File: src/rtl/booth_mul_32_pkg.sv
// Shared ALU definitions for the sequential Booth multiplier.
package booth_mul_32_pkg;

    localparam int WIDTH = 32;

    typedef enum logic [1:0] {
        IDLE = 2'd0,
        RUN  = 2'd1,
        DONE = 2'd2
    } state_t;

    typedef enum logic [1:0] {
        BOOTH_NOP = 2'd0,
        BOOTH_ADD = 2'd1,
        BOOTH_SUB = 2'd2
    } booth_op_t;

    // Radix-2 Booth recoding of the current multiplier LSB and the bit shifted out last step.
    function automatic booth_op_t booth_decode(input logic q0, input logic q_1);
        booth_op_t op;
        unique case ({q0, q_1})
            2'b01:   op = BOOTH_ADD;
            2'b10:   op = BOOTH_SUB;
            default: op = BOOTH_NOP;
        endcase
        return op;
    endfunction

endpackage

File: src/rtl/booth_mul_32_cla.sv
// 32-bit carry-lookahead adder: eight 4-bit lookahead groups chained on group carries.
module cla_32_bit (
    input  logic [31:0] i_a,
    input  logic [31:0] i_b,
    input  logic        i_carry_in,
    output logic [31:0] o_sum,
    output logic        o_carry_out
);

    logic [31:0] w_g;
    logic [31:0] w_p;
    logic [32:0] w_c;
    logic [7:0]  w_gg;
    logic [7:0]  w_gp;

    assign w_g = i_a & i_b;
    assign w_p = i_a ^ i_b;

    // Per-group lookahead: internal carries come straight from the group carry-in.
    always_comb begin
        w_c    = '0;
        w_gg   = '0;
        w_gp   = '0;
        w_c[0] = i_carry_in;
        for (int k = 0; k < 8; k++) begin
            w_c[4*k+1] = w_g[4*k] | (w_p[4*k] & w_c[4*k]);
            w_c[4*k+2] = w_g[4*k+1]
                       | (w_p[4*k+1] & w_g[4*k])
                       | (w_p[4*k+1] & w_p[4*k] & w_c[4*k]);
            w_c[4*k+3] = w_g[4*k+2]
                       | (w_p[4*k+2] & w_g[4*k+1])
                       | (w_p[4*k+2] & w_p[4*k+1] & w_g[4*k])
                       | (w_p[4*k+2] & w_p[4*k+1] & w_p[4*k] & w_c[4*k]);
            w_gg[k]    = w_g[4*k+3]
                       | (w_p[4*k+3] & w_g[4*k+2])
                       | (w_p[4*k+3] & w_p[4*k+2] & w_g[4*k+1])
                       | (w_p[4*k+3] & w_p[4*k+2] & w_p[4*k+1] & w_g[4*k]);
            w_gp[k]    = w_p[4*k+3] & w_p[4*k+2] & w_p[4*k+1] & w_p[4*k];
            w_c[4*k+4] = w_gg[k] | (w_gp[k] & w_c[4*k]);
        end
    end

    assign o_sum       = w_p ^ w_c[31:0];
    assign o_carry_out = w_c[32];

endmodule

File: src/rtl/booth_mul_32.sv
// Sequential signed 32x32 radix-2 Booth multiplier built around one cla_32_bit.
//
// state | meaning
// IDLE  | waiting for start
// RUN   | 32 Booth steps, then one writeback edge that latches hi/lo
// DONE  | one-cycle done pulse; start here begins the next product directly
module booth_mul_32
    import booth_mul_32_pkg::*;
#(
    parameter int CNT_W = 6
) (
    input  logic             clk,
    input  logic             reset,
    input  logic             start,
    input  logic [WIDTH-1:0] multiplicand,
    input  logic [WIDTH-1:0] multiplier,
    output logic             busy,
    output logic             done,
    output logic [WIDTH-1:0] hi,
    output logic [WIDTH-1:0] lo
);

    localparam logic [CNT_W-1:0] LAST_CNT = CNT_W'(WIDTH);

    state_t           r_state;
    state_t           w_next;
    logic [WIDTH-1:0] r_m;
    logic [WIDTH:0]   r_a;
    logic [WIDTH-1:0] r_q;
    logic             r_q_1;
    logic [CNT_W-1:0] r_count;
    logic [WIDTH-1:0] r_hi;
    logic [WIDTH-1:0] r_lo;

    logic             w_busy;
    logic             w_done;
    logic             w_load;
    logic             w_step;
    logic             w_wb;

    booth_op_t        w_op;
    logic [WIDTH:0]   w_mx;
    logic             w_cin;
    logic [WIDTH-1:0] w_sum;
    logic             w_cout;
    logic [WIDTH:0]   w_a_new;
    logic [WIDTH:0]   w_a_sel;

    // State register.
    always_ff @(posedge clk or posedge reset) begin
        if (reset) begin
            r_state <= IDLE;
        end else begin
            r_state <= w_next;
        end
    end

    // Next-state decode and datapath controls.
    always_comb begin
        w_next = r_state;
        w_busy = 1'b0;
        w_done = 1'b0;
        w_load = 1'b0;
        w_step = 1'b0;
        w_wb   = 1'b0;
        unique case (r_state)
            IDLE: begin
                if (start) begin
                    w_load = 1'b1;
                    w_next = RUN;
                end
            end
            RUN: begin
                w_busy = 1'b1;
                // Counter reaches WIDTH only after the last step; that edge is the writeback.
                if (r_count == LAST_CNT) begin
                    w_wb   = 1'b1;
                    w_next = DONE;
                end else begin
                    w_step = 1'b1;
                end
            end
            DONE: begin
                w_done = 1'b1;
                if (start) begin
                    w_load = 1'b1;
                    w_next = RUN;
                end else begin
                    w_next = IDLE;
                end
            end
            default: begin
                w_next = IDLE;
            end
        endcase
    end

    // Booth recoding and adder operand select; subtraction is A + ~M + 1.
    always_comb begin
        w_op    = booth_decode(r_q[0], r_q_1);
        w_cin   = (w_op == BOOTH_SUB);
        w_mx    = w_cin ? ~{r_m[WIDTH-1], r_m} : {r_m[WIDTH-1], r_m};
        // Bit 32 is a one-bit full-add on top of the CLA so M = -2^31 cannot overflow A.
        w_a_new = {r_a[WIDTH] ^ w_mx[WIDTH] ^ w_cout, w_sum};
        w_a_sel = (w_op == BOOTH_NOP) ? r_a : w_a_new;
    end

    cla_32_bit u_cla (
        .i_a         (r_a[WIDTH-1:0]),
        .i_b         (w_mx[WIDTH-1:0]),
        .i_carry_in  (w_cin),
        .o_sum       (w_sum),
        .o_carry_out (w_cout)
    );

    // Operand load, Booth step with arithmetic right shift, and result writeback.
    always_ff @(posedge clk or posedge reset) begin
        if (reset) begin
            r_m     <= '0;
            r_a     <= '0;
            r_q     <= '0;
            r_q_1   <= 1'b0;
            r_count <= '0;
            r_hi    <= '0;
            r_lo    <= '0;
        end else if (w_load) begin
            r_m     <= multiplicand;
            r_a     <= '0;
            r_q     <= multiplier;
            r_q_1   <= 1'b0;
            r_count <= '0;
        end else if (w_step) begin
            r_a     <= {w_a_sel[WIDTH], w_a_sel[WIDTH:1]};
            r_q     <= {w_a_sel[0], r_q[WIDTH-1:1]};
            r_q_1   <= r_q[0];
            r_count <= r_count + CNT_W'(1);
        end else if (w_wb) begin
            r_hi    <= r_a[WIDTH-1:0];
            r_lo    <= r_q;
        end
    end

    assign busy = w_busy;
    assign done = w_done;
    assign hi   = r_hi;
    assign lo   = r_lo;

endmodule

File: config.mk
export PLATFORM = sky130hd
export DESIGN_NAME = booth_mul_32
export DESIGN_NICKNAME = d
export VERILOG_FILES = /design/src/rtl/booth_mul_32_pkg.sv /design/src/rtl/booth_mul_32_cla.sv /design/src/rtl/booth_mul_32.sv
export SDC_FILE = /design/constraint.sdc
export NUM_CORES = 1
export LEC_CHECK = 0
export BUFFER_PORTS_ARGS = -buffer_cell sky130_fd_sc_hd__buf_2
export CAP_MARGIN = 40
export CORE_MARGIN = 4
export CORE_UTILIZATION = 58
export CTS_CLUSTER_SIZE = 10
export DETAILED_ROUTE_END_ITERATION = 7
export GPL_TIMING_DRIVEN = 0
export PLACE_DENSITY = 0.81
export SLEW_MARGIN = 20
export SYNTH_ARGS = -nofsm -noshare
export SYNTH_HDL_FRONTEND = slang
export SYNTH_HIERARCHICAL = 1
export SYNTH_SLANG_ARGS = --single-unit
File: constraint.sdc
create_clock -name clk -period 7 [get_ports clk]
set_input_delay 1.75 -clock clk [delete_from_list [all_inputs] [get_ports clk]]
set_output_delay 1.75 -clock clk [all_outputs]
set_load 0.005 [all_outputs]
==> summary.md <==
The number of placed instances, taps included, is 1172. Across the whole layout, storage elements account for 4229 um^2. The count of nets left with antenna violations once routing finished came out at 0.

The tools report the iteration count of the initial detailed-routing pass as 5. The detailed-route wire length per cell works out to 16.69 um. The run gives 45 as the row count. The cell type of the slowest stage on the worst timing path is sky130_fd_sc_hd__dfrtp_1. The clock buffer count from CTS is 17.

Once detailed placement completed, the half-perimeter wirelength came to 14.12 mm. After layout, the worst setup slack is 2.541 ns. Post-CTS setup repair buffer count: 0. The clock latency at the later pin of the worst-skew pair came out at 0.43 ns.

Once the clock tree was built, the resizer swapped 0 gates to a different size. The top fanout value on the critical path is 10. By count the netlist is led by sky130_fd_sc_hd__dfrtp_1 (169), sky130_fd_sc_hd__nand2_1 (145), sky130_fd_sc_hd__a21oi_1 (81). Among all flip-flop cells after synthesis, the most frequent one is sky130_fd_sc_hd__dfrtp_1. The tools report the register-to-register setup slack as 2.54 ns.

TritonCTS built the clock tree. The element type at the critical path start was a register. The final routed DRC violation total came out at 0. The run gives 17760 um^2 as the full die area. Final wirelength: 20.08 mm.

The required time of the worst setup path came out at 7.28 ns. For the maximum number of pins on one net before global-route repair, the log shows 97. The fraction of post-synthesis cell area in the top cell type by area was 46.45%. At the pin with the least slew margin, the transition time is 0.7875 ns. The largest single stage delay on the critical path is 0.42 ns. The critical path in this run is classified as reg -> reg. In this run the horizontal extent of the chip is 133.3 um.

For the highest achievable clock rate, the log shows 224.3 MHz. Summing all placed instances gives a cell area of 10060 um^2. Yosys mapped the design onto 54 distinct sky130hd cell types.

Mean number of vias per cell: 5.446. The worst clock skew on the final layout came out at 0.01265 ns. The type of the most critical hold path is reg -> reg. Max-cap violation count: 0. The arrival time at the worst endpoint came out at 4.74 ns. Counting flops and latches in the post-synthesis netlist gives 169.

The fraction of the yosys area taken by sequential cells was 46.45%; the I/O pin count was 133. The routed layout has 6551 vias. The final critical-path share of the clock period is 63.70%. The filler cells instantiated in the layout total 1167. The repair_antennas step left the layout with diodes totalling 0. sky130_fd_sc_hd__dfrtp_1 is the most common cell in the netlist. The total of buffers placed on input and output ports was 132. sky130_fd_sc_hd__dfrtp_1 takes more of the synthesized area than any other cell. Counting flops with a built-in enable in the synthesized netlist gives 0. For the overall fraction of global-route tracks in use, the log shows 23.21%. The area of the multi-input gates came out at 4469 um^2.

The tools report the buffer type at the clock tree root as sky130_fd_sc_hd__clkbuf_16. The critical path goes through ha_1 -> buf_2 -> buf_2 -> xor2_1 -> ha_1 -> a21oi_1 -> o21ai_1 -> a311oi_2 -> a21bo_1 -> a221o_1 -> and4_4 -> o221a_1 -> or2_1 -> xnor2_1 -> o311ai_0 -> o41ai_1. Summing every instance area after synthesis gives 9104 um^2. For the final global-route overflow total, the log shows 0.

The layout overhead on the synthesized area was 16.79%. The worst IR drop on VDD came out at 0.2487 mV. The fraction of final layout cells with drive strength greater than 1 was 29.54%; the standard cell core area was 15310 um^2.

In this run the tightest slew margin relative to its limit is 47.50%. The number of nets in the synthesized netlist came out at 938. The final net count is 1090.

The tools report the number of pins exceeding their max-slew limit in the final report as 0. The average cell area after synthesis was 10.99 um^2. The die is 133.3 um tall. The run finished with clean final reports. The maximum number of buffers from clock root to sink is 2. Adding up every negative setup slack in the final design gives 0 ns.

The number of hold-slack violations in the final timing report came out at 0. The Yosys step of the flow raised 6 warnings. Summing all non-filler instances in the final layout gives an area of 10630 um^2. The post-placement setup slack is 2.623 ns. Summed over all cells, the static leakage comes to 5.308 nW.

Buffers inserted to repair hold after CTS numbered 0. The number of levels in the clock H-tree is 4. The worst setup path is captured at a register. The shortest period the worst path allows was 4.459 ns; the first-pass GRT wire length was 33.47 mm. Counting every instance in the synthesized netlist gives 828. Setup violations remaining at the end of the flow were counted as 0. Setup repair after global routing left no endpoint under its margin.

The initial core utilization is 59.44%, and the fraction of registers with async set/reset is 100.0%. Sorting the synthesized cells by area gives the leading types as sky130_fd_sc_hd__dfrtp_1 (46%), sky130_fd_sc_hd__mux2_4 (8.1%), sky130_fd_sc_hd__nand2_1 (6.0%). The first routing iteration left 367 violations.

After clock tree synthesis, the clock-pin slew on the worst setup and hold paths is 0.07 ns. The initial antenna violation count is 0. The power density relative to cell area works out to 647.8 nW/um^2. Clock tree synthesis found a total of 169 sinks.

The run gives 6731 as the number of global-route vias before repair. The non-filler instance count after layout is 1203, and the weighted congestion at the end of routability-driven global placement is 0.8592.
-- per-layer routing --
metal,part of all wire [%],GRT usage [%],vias up
li1,-,-,3141
met4,2.5,8.343,0
met1,46,31.44,3214
met5,0,0,-
met3,4.9,5.514,36
met2,47,36.82,160
-- registers in the layout (all words and copies together) (netlist names) --
name and count:
hi 32, lo 32, r_a 32, r_m 32, r_q 32, r_count 6, r_state 2, r_q_1 1
-- worst max-delay path: cells and delay by family (launching register included) --
kind / cells / cell delay (ns)
and+or+nand+nor: 2 / 0.45
buffers and inverters: 2 / 0.51
AOI/OAI and AO/OA: 8 / 1.97
DFF: 1 / 0.42
xor gates and xnor gates: 2 / 0.36
adders and majority gates: 2 / 0.58
-- placed cells by master (no fill, tap or decap), drive strengths merged, types with 31 or more instances in the layout --
| cell type | n |
|---|---|
| clkbuf | 41 |
| xor2 | 46 |
| nor2 | 77 |
| a21oi | 82 |
| ha | 35 |
| mux2 | 65 |
| nand2 | 145 |
| mux2i | 31 |
| a211oi | 32 |
| buf | 162 |
| dfrtp | 169 |
-- worst paths after layout --
| check | endpoint | cells past startpoint | startpoint |
|---|---|---|---|
| hold / removal | r_m[5] | 2 | r_m[5] |
| hold reg to reg | r_m[5] | 2 | r_m[5] |
| min in group asynchronous | hi[5] | 2 | reset |
| max in group asynchronous | r_a[28] | 3 | reset |
| setup reg to reg | r_a[31] | 16 | r_q[0] |
| setup / recovery | r_a[31] | 16 | r_q[0] |
-- cell families after synthesis --
group	share of synthesized area, %
simple gates	10.97
flops	46.45
compound gates	12.41
mux	13.47
xor+xnor	5.676
buf+inv	4.453
fa+ha+maj	6.570
-- cell type report --
| type | count | share of cell area, % |
|---|---|---|
| Clock inverter | 10 | 1.024 |
| Buffer | 49 | 3.460 |
| Clock buffer | 21 | 4.330 |
| Sequential cell | 169 | 39.77 |
| Multi-Input combinational cell | 600 | 42.03 |
| Inverter | 10 | 0.4236 |
| Tap cell | 211 | 2.483 |
| Timing Repair Buffer | 133 | 6.472 |
-- where the power goes --
part / internal [W] / switching [W]
registers: 0.00147 / 0.000386
logic: 0.00205 / 0.00206
clock network: 0.000515 / 0.000401
total: 0.00404 / 0.00285
-- stage by stage --
| step | hold slack (ns) | total power, W | utilization [%] |
|---|---|---|---|
| floorplan | 0.4652 | 0.005048 | - |
| global placement | 0.4778 | 0.005775 | 65.48 |
| detailed placement | 0.4821 | 0.005919 | 65.71 |
| CTS | 0.4990 | 0.006910 | 69.43 |
| global route | 0.5128 | 0.007472 | 69.43 |
| finish | 0.4912 | 0.006888 | 69.43 |
(Power assumes the default switching activity.)
